$ cat src/rtl/hex_pkg.sv
// Shared definitions for the paged hexadecimal display controller.
//   SEG_LUT    : active-low 7-segment codes for 0..F, bit order g..a
//   page_count : number of NDIG-digit pages needed to show a W-bit word
//   idx_w      : index width for n items, never less than 1
//   nav_e      : navigation action chosen for the current cycle
package hex_pkg;

  localparam logic [6:0] SEG_LUT [16] = '{
    7'h40, 7'h79, 7'h24, 7'h30, 7'h19, 7'h12, 7'h02, 7'h78,
    7'h00, 7'h10, 7'h08, 7'h03, 7'h46, 7'h21, 7'h06, 7'h0E
  };

  function automatic int page_count(input int w, input int ndig);
    return (w / 4 + ndig - 1) / ndig;
  endfunction

  function automatic int idx_w(input int n);
    return (n <= 1) ? 1 : $clog2(n);
  endfunction

  typedef enum logic [1:0] {
    NAV_HOLD,
    NAV_PAGE,
    NAV_CHAN,
    NAV_STEP
  } nav_e;

endpackage

$ cat src/rtl/hex_pager_if.sv
// Board-side signal bundle of hex_pager.
//   DIN      : CH packed channel words, channel c at [c*W +: W]
//   NEXT_CH  : one-cycle pulse, advance channel
//   NEXT_PG  : one-cycle pulse, advance page
//   MODE     : 0 manual, 1 auto-scroll
//   BLANK    : leading-zero blanking enable
//   FREEZE   : hold a snapshot of DIN
//   CH_IDX   : displayed channel
//   PAGE_IDX : displayed page
//   nHEX     : active-low segments, digit d at [8d+7:8d], bit 7 = DP
// master drives the inputs (board top / bench), slave is the pager.
interface hex_pager_if #(
  parameter int NDIG = 6,
  parameter int CH   = 2,
  parameter int W    = 32
) ();

  localparam int CW = hex_pkg::idx_w(CH);
  localparam int PW = hex_pkg::idx_w(hex_pkg::page_count(W, NDIG));

  logic [CH*W-1:0]   DIN;
  logic              NEXT_CH;
  logic              NEXT_PG;
  logic              MODE;
  logic              BLANK;
  logic              FREEZE;
  logic [CW-1:0]     CH_IDX;
  logic [PW-1:0]     PAGE_IDX;
  logic [NDIG*8-1:0] nHEX;

  modport master (
    output DIN, NEXT_CH, NEXT_PG, MODE, BLANK, FREEZE,
    input  CH_IDX, PAGE_IDX, nHEX
  );

  modport slave (
    input  DIN, NEXT_CH, NEXT_PG, MODE, BLANK, FREEZE,
    output CH_IDX, PAGE_IDX, nHEX
  );

endinterface

$ cat src/rtl/hex_pager_seg7_enc.sv
// seg7_enc: one digit of the display.
//   nib   : hex nibble to show
//   blank : 1 turns all seven segments off
//   dp    : 1 lights the decimal point
//   code  : active-low {DP, g..a}
module seg7_enc
  import hex_pkg::*;
(
  input  logic [3:0] nib,
  input  logic       blank,
  input  logic       dp,
  output logic [7:0] code
);

  assign code = {~dp, blank ? 7'h7F : SEG_LUT[nib]};

endmodule

$ cat src/rtl/hex_pager.sv
// hex_pager: paged multi-channel hex display controller.
// Shows one NDIG-digit page of one channel word, with button or timed
// navigation, leading-zero blanking and a freeze snapshot.
//   CLK : system clock, rising edge
//   RST : asynchronous active-low reset
//   bus : hex_pager_if.slave (DIN, buttons, MODE, BLANK, FREEZE in;
//         CH_IDX, PAGE_IDX, nHEX out)
module hex_pager
  import hex_pkg::*;
#(
  parameter int NDIG     = 6,
  parameter int CH       = 2,
  parameter int W        = 32,
  parameter int AUTO_DIV = 50_000_000
) (
  input  logic        CLK,
  input  logic        RST,
  hex_pager_if.slave  bus
);

  localparam int P    = page_count(W, NDIG);
  localparam int NIB  = W / 4;
  localparam int CW   = idx_w(CH);
  localparam int PW   = idx_w(P);
  localparam int CNTW = idx_w(AUTO_DIV);

  logic [CW-1:0]     ch_q;
  logic [PW-1:0]     pg_q;
  logic [CNTW-1:0]   cnt_q;
  logic              mode_q;
  logic              frz_q;
  logic [CH*W-1:0]   snap_q;

  logic              frz_rise;
  logic              mode_chg;
  logic              btn;
  logic              tc;
  nav_e              nav;
  logic              pg_wrap;
  logic [PW-1:0]     pg_nxt;
  logic [CW-1:0]     ch_nxt;

  assign frz_rise = bus.FREEZE & ~frz_q;
  assign mode_chg = bus.MODE ^ mode_q;
  assign btn      = bus.NEXT_CH | bus.NEXT_PG;
  assign tc       = bus.MODE & ~mode_chg & (cnt_q == CNTW'(AUTO_DIV - 1));

  // Buttons outrank the timer step; NEXT_CH outranks NEXT_PG.
  always_comb begin
    nav = NAV_HOLD;
    if (bus.NEXT_CH)      nav = NAV_CHAN;
    else if (bus.NEXT_PG) nav = NAV_PAGE;
    else if (tc)          nav = NAV_STEP;
  end

  always_comb begin
    pg_wrap = (pg_q == PW'(P - 1));
    pg_nxt  = pg_wrap ? '0 : pg_q + PW'(1);
    ch_nxt  = (CH == 1 || ch_q == CW'(CH - 1)) ? '0 : ch_q + CW'(1);
  end

  // mode_q leaves reset at 1: in manual mode the counter is held at 0
  // anyway, and in auto mode this keeps the first post-reset step exactly
  // AUTO_DIV cycles after release instead of spending a cycle on a
  // spurious mode-change clear.
  always_ff @(posedge CLK or negedge RST) begin
    if (!RST) begin
      ch_q   <= '0;
      pg_q   <= '0;
      cnt_q  <= '0;
      mode_q <= 1'b1;
      frz_q  <= 1'b0;
      snap_q <= '0;
    end else begin
      mode_q <= bus.MODE;
      frz_q  <= bus.FREEZE;
      if (frz_rise) snap_q <= bus.DIN;
      case (nav)
        NAV_CHAN: begin
          ch_q <= ch_nxt;
          pg_q <= '0;
        end
        NAV_PAGE: pg_q <= pg_nxt;
        NAV_STEP: begin
          pg_q <= pg_nxt;
          if (pg_wrap) ch_q <= ch_nxt;
        end
        default: ;
      endcase
      if (btn || mode_chg || !bus.MODE || tc) cnt_q <= '0;
      else                                    cnt_q <= cnt_q + CNTW'(1);
    end
  end

  // ---- stage p0: select word, compute blanking prefix, encode digits ----
  // On the capture cycle the snapshot is not loaded yet, so show live DIN.
  logic [CH*W-1:0]   src;
  logic [W-1:0]      word;
  logic [NIB-1:0]    nz_from;
  logic [3:0]        nib_p0   [NDIG];
  logic              blank_p0 [NDIG];
  logic              dp_p0    [NDIG];
  logic [NDIG*8-1:0] seg_p0;

  assign src = (bus.FREEZE && !frz_rise) ? snap_q : bus.DIN;

  always_comb begin
    word = '0;
    for (int c = 0; c < CH; c++)
      if (ch_q == CW'(c)) word = src[c*W +: W];
  end

  // nz_from[k] is set when nibble k or any more-significant nibble is non-zero.
  always_comb begin
    logic acc;
    acc     = 1'b0;
    nz_from = '0;
    for (int k = NIB - 1; k >= 0; k--) begin
      acc        = acc | (|word[4*k +: 4]);
      nz_from[k] = acc;
    end
  end

  // Digits whose nibble index falls past the word keep the fully-off default.
  always_comb begin
    for (int d = 0; d < NDIG; d++) begin
      nib_p0[d]   = '0;
      blank_p0[d] = 1'b1;
      dp_p0[d]    = 1'b0;
      for (int k = 0; k < NIB; k++) begin
        if (k == int'(pg_q) * NDIG + d) begin
          nib_p0[d]   = word[4*k +: 4];
          blank_p0[d] = bus.BLANK && (k != 0) && !nz_from[k];
          dp_p0[d]    = (d == NDIG - 1) && bus.FREEZE;
        end
      end
    end
  end

  for (genvar d = 0; d < NDIG; d++) begin : g_dig
    seg7_enc u_enc (
      .nib   (nib_p0[d]),
      .blank (blank_p0[d]),
      .dp    (dp_p0[d]),
      .code  (seg_p0[8*d +: 8])
    );
  end

  // ---- stage p1: registered segment outputs ----
  logic [NDIG*8-1:0] nhex_p1;

  always_ff @(posedge CLK or negedge RST) begin
    if (!RST) nhex_p1 <= '1;
    else      nhex_p1 <= seg_p0;
  end

  assign bus.nHEX     = nhex_p1;
  assign bus.CH_IDX   = ch_q;
  assign bus.PAGE_IDX = pg_q;

endmodule

$ cat src/flat_wrapper.sv
// flat-port wrapper written by rule: the top's interface ports become plain ports
module hex_pager_flat import hex_pkg::*;
#(
  parameter int NDIG     = 6,
  parameter int CH       = 2,
  parameter int W        = 32,
  parameter int AUTO_DIV = 50_000_000
)
  (CLK, RST, bus_DIN, bus_NEXT_CH, bus_NEXT_PG, bus_MODE, bus_BLANK, bus_FREEZE, bus_CH_IDX, bus_PAGE_IDX, bus_nHEX);
  hex_pager_if #(.NDIG(NDIG), .CH(CH), .W(W)) bus_i ();
  input  logic CLK;
  input  logic RST;
  input wire logic [$bits(bus_i.DIN)-1:0] bus_DIN;
  input wire logic [$bits(bus_i.NEXT_CH)-1:0] bus_NEXT_CH;
  input wire logic [$bits(bus_i.NEXT_PG)-1:0] bus_NEXT_PG;
  input wire logic [$bits(bus_i.MODE)-1:0] bus_MODE;
  input wire logic [$bits(bus_i.BLANK)-1:0] bus_BLANK;
  input wire logic [$bits(bus_i.FREEZE)-1:0] bus_FREEZE;
  output wire logic [$bits(bus_i.CH_IDX)-1:0] bus_CH_IDX;
  output wire logic [$bits(bus_i.PAGE_IDX)-1:0] bus_PAGE_IDX;
  output wire logic [$bits(bus_i.nHEX)-1:0] bus_nHEX;
  assign bus_i.DIN = bus_DIN;
  assign bus_i.NEXT_CH = bus_NEXT_CH;
  assign bus_i.NEXT_PG = bus_NEXT_PG;
  assign bus_i.MODE = bus_MODE;
  assign bus_i.BLANK = bus_BLANK;
  assign bus_i.FREEZE = bus_FREEZE;
  assign bus_CH_IDX = bus_i.CH_IDX;
  assign bus_PAGE_IDX = bus_i.PAGE_IDX;
  assign bus_nHEX = bus_i.nHEX;
  hex_pager #(.NDIG(NDIG), .CH(CH), .W(W), .AUTO_DIV(AUTO_DIV)) u_core (.CLK(CLK), .RST(RST), .bus(bus_i));
endmodule
$ cat config.mk
export PLATFORM = sky130hd
export DESIGN_NAME = hex_pager_flat
export DESIGN_NICKNAME = d
export VERILOG_FILES = /design/src/rtl/hex_pkg.sv /design/src/rtl/hex_pager_if.sv /design/src/rtl/hex_pager_seg7_enc.sv /design/src/rtl/hex_pager.sv /design/src/flat_wrapper.sv
export SDC_FILE = /design/constraint.sdc
export NUM_CORES = 1
export LEC_CHECK = 0
export CAP_MARGIN = 10
export CORE_ASPECT_RATIO = 0.7
export CORE_UTILIZATION = 50
export CTS_BUF_LIST = sky130_fd_sc_hd__clkbuf_16
export DETAILED_ROUTE_END_ITERATION = 6
export GPL_TIMING_DRIVEN = 0
export PLACE_DENSITY_LB_ADDON = 0.1
export SYNTH_ARGS = -nofsm -noshare
export SYNTH_HDL_FRONTEND = slang
export SYNTH_HIERARCHICAL = 1
export SYNTH_SLANG_ARGS = --single-unit
$ cat constraint.sdc
create_clock -name CLK -period 2.7 [get_ports CLK]
set_input_delay 0.27 -clock CLK [delete_from_list [all_inputs] [get_ports CLK]]
set_output_delay 0.27 -clock CLK [all_outputs]
set_load 0.02 [all_outputs]
==> impl_metrics.json <==
{
  "clk_pin_slew_ns": 0.06,
  "num_io_pins": 121,
  "clock_latency_ns": 0.42,
  "status": "finished with violations",
  "fillers": 1116,
  "initial_core_util_pct": 52.0,
  "hp-start": "bus_FREEZE",
  "layout_commonest_cell": "clkdlybuf4s50_1",
  "h-tree-depth": 4,
  "antenna_found_initial": 0,
  "drtIter0Drc": 406,
  "drc": 0,
  "coreArea_mm2": 0.0157,
  "cp.required_ns": 3.03,
  "syn_inst": 664,
  "drv_cap": 0,
  "fin_ws_ns": -0.0502,
  "regToRegStartpoint": "u_core/frz_q$_DFF_PN0_",
  "routedWlPerCell_um": 18.1,
  "fmax_ghz": 0.364,
  "cellLeakagePower_nw": 4.43,
  "maxSlewHeadroom_pct": 44.9,
  "rsz0062_at_grt": "yes",
  "utilization_pct": 68.7,
  "hold_path_class": "in2reg",
  "multi_input_area_mm2": 0.00439,
  "hold-worst-slack_ns": 0.240,
  "cts_buffers": 17,
  "crit_path_start_kind": "flop",
  "synth_warnings": 6,
  "drive_gt1_share_pct": 34.8,
  "setup_violations": 8,
  "grt_max_degree": 95,
  "grt_pass1_wl_um": 30400,
  "postRouteAntennaNets": 0,
  "failed_checks": "setup timing",
  "vias": 6077,
  "path_class": "reg2reg",
  "die_w_um": 155,
  "worstPathArrival_ns": 3.08,
  "synth-seq-cells": 142,
  "dieArea_mm2": 0.0169,
  "firstDrtPassIters": 5,
  "synthArstFlopShare_pct": 100,
  "min_period_ns": 2.75,
  "cp_max_fo": 5,
  "worst_slew_pin_slew_ns": 0.820,
  "finalHoldViolCount": 0,
  "yosysSeqAreaShare_pct": 44.1,
  "most-common-layout-cells": "118 x clkdlybuf4s50_1, 92 x dfrtp_1, 68 x mux2_2",
  "yosysUniqueCellTypes": 52,
  "finalPower_mw": 9.06,
  "die_height_um": 109,
  "nets": 965,
  "clk_path_buf_depth": 2,
  "maxSlewViolCount": 0,
  "synth_edf_count": 0,
  "avgViaCountPerCell": 5.61,
  "ff_latch_area_mm2": 0.00362,
  "grt_usage_pct": 23.8,
  "power_density_mw_per_mm2": 838,
  "worstSetupEndpointType": "flop",
  "root_buffer": "clkbuf_16",
  "pre_cts_slack_ns": -0.801,
  "fin_crit_sh_pct": 102,
  "overflow": 0,
  "drt-total-wl_um": 19600,
  "portBuffers": 120,
  "startpoint": "u_core/frz_q$_DFF_PN0_",
  "finalClockSkew_ns": 0.00828,
  "tritoncts": "yes",
  "syn_area_per_cell_um2": 12.3,
  "hpwl_um": 13800,
  "synthToLayoutAreaGrowth_pct": 32.0,
  "netlist_area_mm2": 0.00819,
  "ir_drop_mv": 0.497,
  "grt_pass1_vias": 5904,
  "gp_congestion": 0.897,
  "cts_sinks": 142,
  "rows": 38,
  "antenna_cells": 0,
  "synthFlopType": "dfrtp_1"
}
## cell families after synthesis
group / Yosys count / share of synthesized area, %
adder cells (fa/ha/maj): 44 / 6.72
AO/OA/AOI/OAI: 51 / 5.64
other: 1 / 0.0458
AND/OR/NAND/NOR: 198 / 13.1
multiplexers: 136 / 23.2
buffers and inverters: 66 / 4.36
XOR/XNOR: 26 / 2.78
flip-flops: 142 / 44.1
## Yosys cell counts, types with 10 or more instances
cell type / n / area, um^2
xnor2_1: 15 / 131
nor2b_1: 29 / 181
ha_1: 44 / 551
and3_1: 10 / 62.6
inv_1: 30 / 113
a221o_1: 10 / 100
nand2b_1: 17 / 106
nand3_1: 13 / 65.1
dfstp_2: 49 / 1290
dfrtp_1: 93 / 2330
nor4_1: 15 / 93.8
clkbuf_1: 15 / 56.3
mux4_2: 32 / 721
mux2_1: 12 / 135
nor2_1: 46 / 173
a32oi_1: 12 / 105
mux2i_1: 18 / 180
xor2_1: 11 / 96.3
buf_6: 13 / 146
nand2_1: 19 / 71.3
nor3_1: 16 / 80.1
mux2_2: 72 / 811
## through the flow
stage | instances | instance area [um^2] | setup TNS, ns
floorplan | 668 | 8240 | 0
global placement | 1008 | 9720 | -524.45
detailed placement | 1009 | 9740 | -22.64
CTS | 1054 | 10500 | -0.416
global route | 1083 | 10800 | -1.48
finish | 1083 | 10800 | -0.228
## path summary, 6_finish.rpt
| path | end | slack, ns | depth (start not counted) |
|---|---|---|---|
| setup / recovery | u_core/bus.nHEX[27]$_DFF_PN1_ | -0.05 | 9 |
| hold / removal | u_core/frz_q$_DFF_PN0_ | 0.24 | 1 |
| setup reg to reg | u_core/bus.nHEX[27]$_DFF_PN1_ | -0.05 | 9 |
| hold reg to reg | u_core/snap_q[38]$_DFFE_PN0P_ | 0.50 | 1 |
| max in group asynchronous | u_core/bus.nHEX[10]$_DFF_PN1_ | 1.51 | 3 |
| min in group asynchronous | u_core/cnt_q[23]$_DFF_PN0_ | 0.36 | 2 |
## worst max-delay path, stage by stage, from the launching register on
cell,delay [ns]
dfrtp_1,0.42
nand2_4,0.13
buf_6,0.11
mux4_2,0.50
a2111o_1,0.37
or3b_4,0.47
buf_6,0.15
o21bai_4,0.17
nor2b_1,0.10
a32oi_1,0.22
## layer usage
layer  part of all wire (%)  routed length, um  vias to the layer above  GRT usage (%)
met5                      0                  0                        -              0
met4                    1.5                301                        0           6.44
met3                    5.6               1090                       21           6.40
met2                     47               9290                      164           37.8
met1                     46               8950                     3094           32.3
li1                       -                  -                     2798              -
## repair_timing
action | 4_1_cts | 5_1_grt
endpoints found under the setup margin | 36 | 23
gates resized for setup | 34 | 42
pin swaps | 2 | 12
hold endpoints to repair | 33 | 0
setup buffers | 13 | 29
hold buffers | 1 | 0
## report_power, final
part / switching [mW] / internal [mW]
logic: 2.01 / 2.11
clock network: 0.860 / 1.13
registers: 0.168 / 2.78
## registers in the layout, summed over array words and instances, names as in the netlist
signal	count
u_core/frz_q	1
u_core/bus.nHEX	48
u_core/cnt_q	26
u_core/bus.CH_IDX	1
u_core/mode_q	1
u_core/snap_q	64
u_core/bus.PAGE_IDX	1
## cell type report
class | instances | share of cell area [%]
multi-input combinational | 460 | 40.6
sequential | 142 | 33.5
timing repair buffer | 164 | 14.8
clock buffer | 17 | 3.94
buffer | 35 | 2.86
tap | 220 | 2.55
inverter | 30 | 1.13
clock inverter | 15 | 0.625
Note: power is estimated with default switching activity, not from simulation.
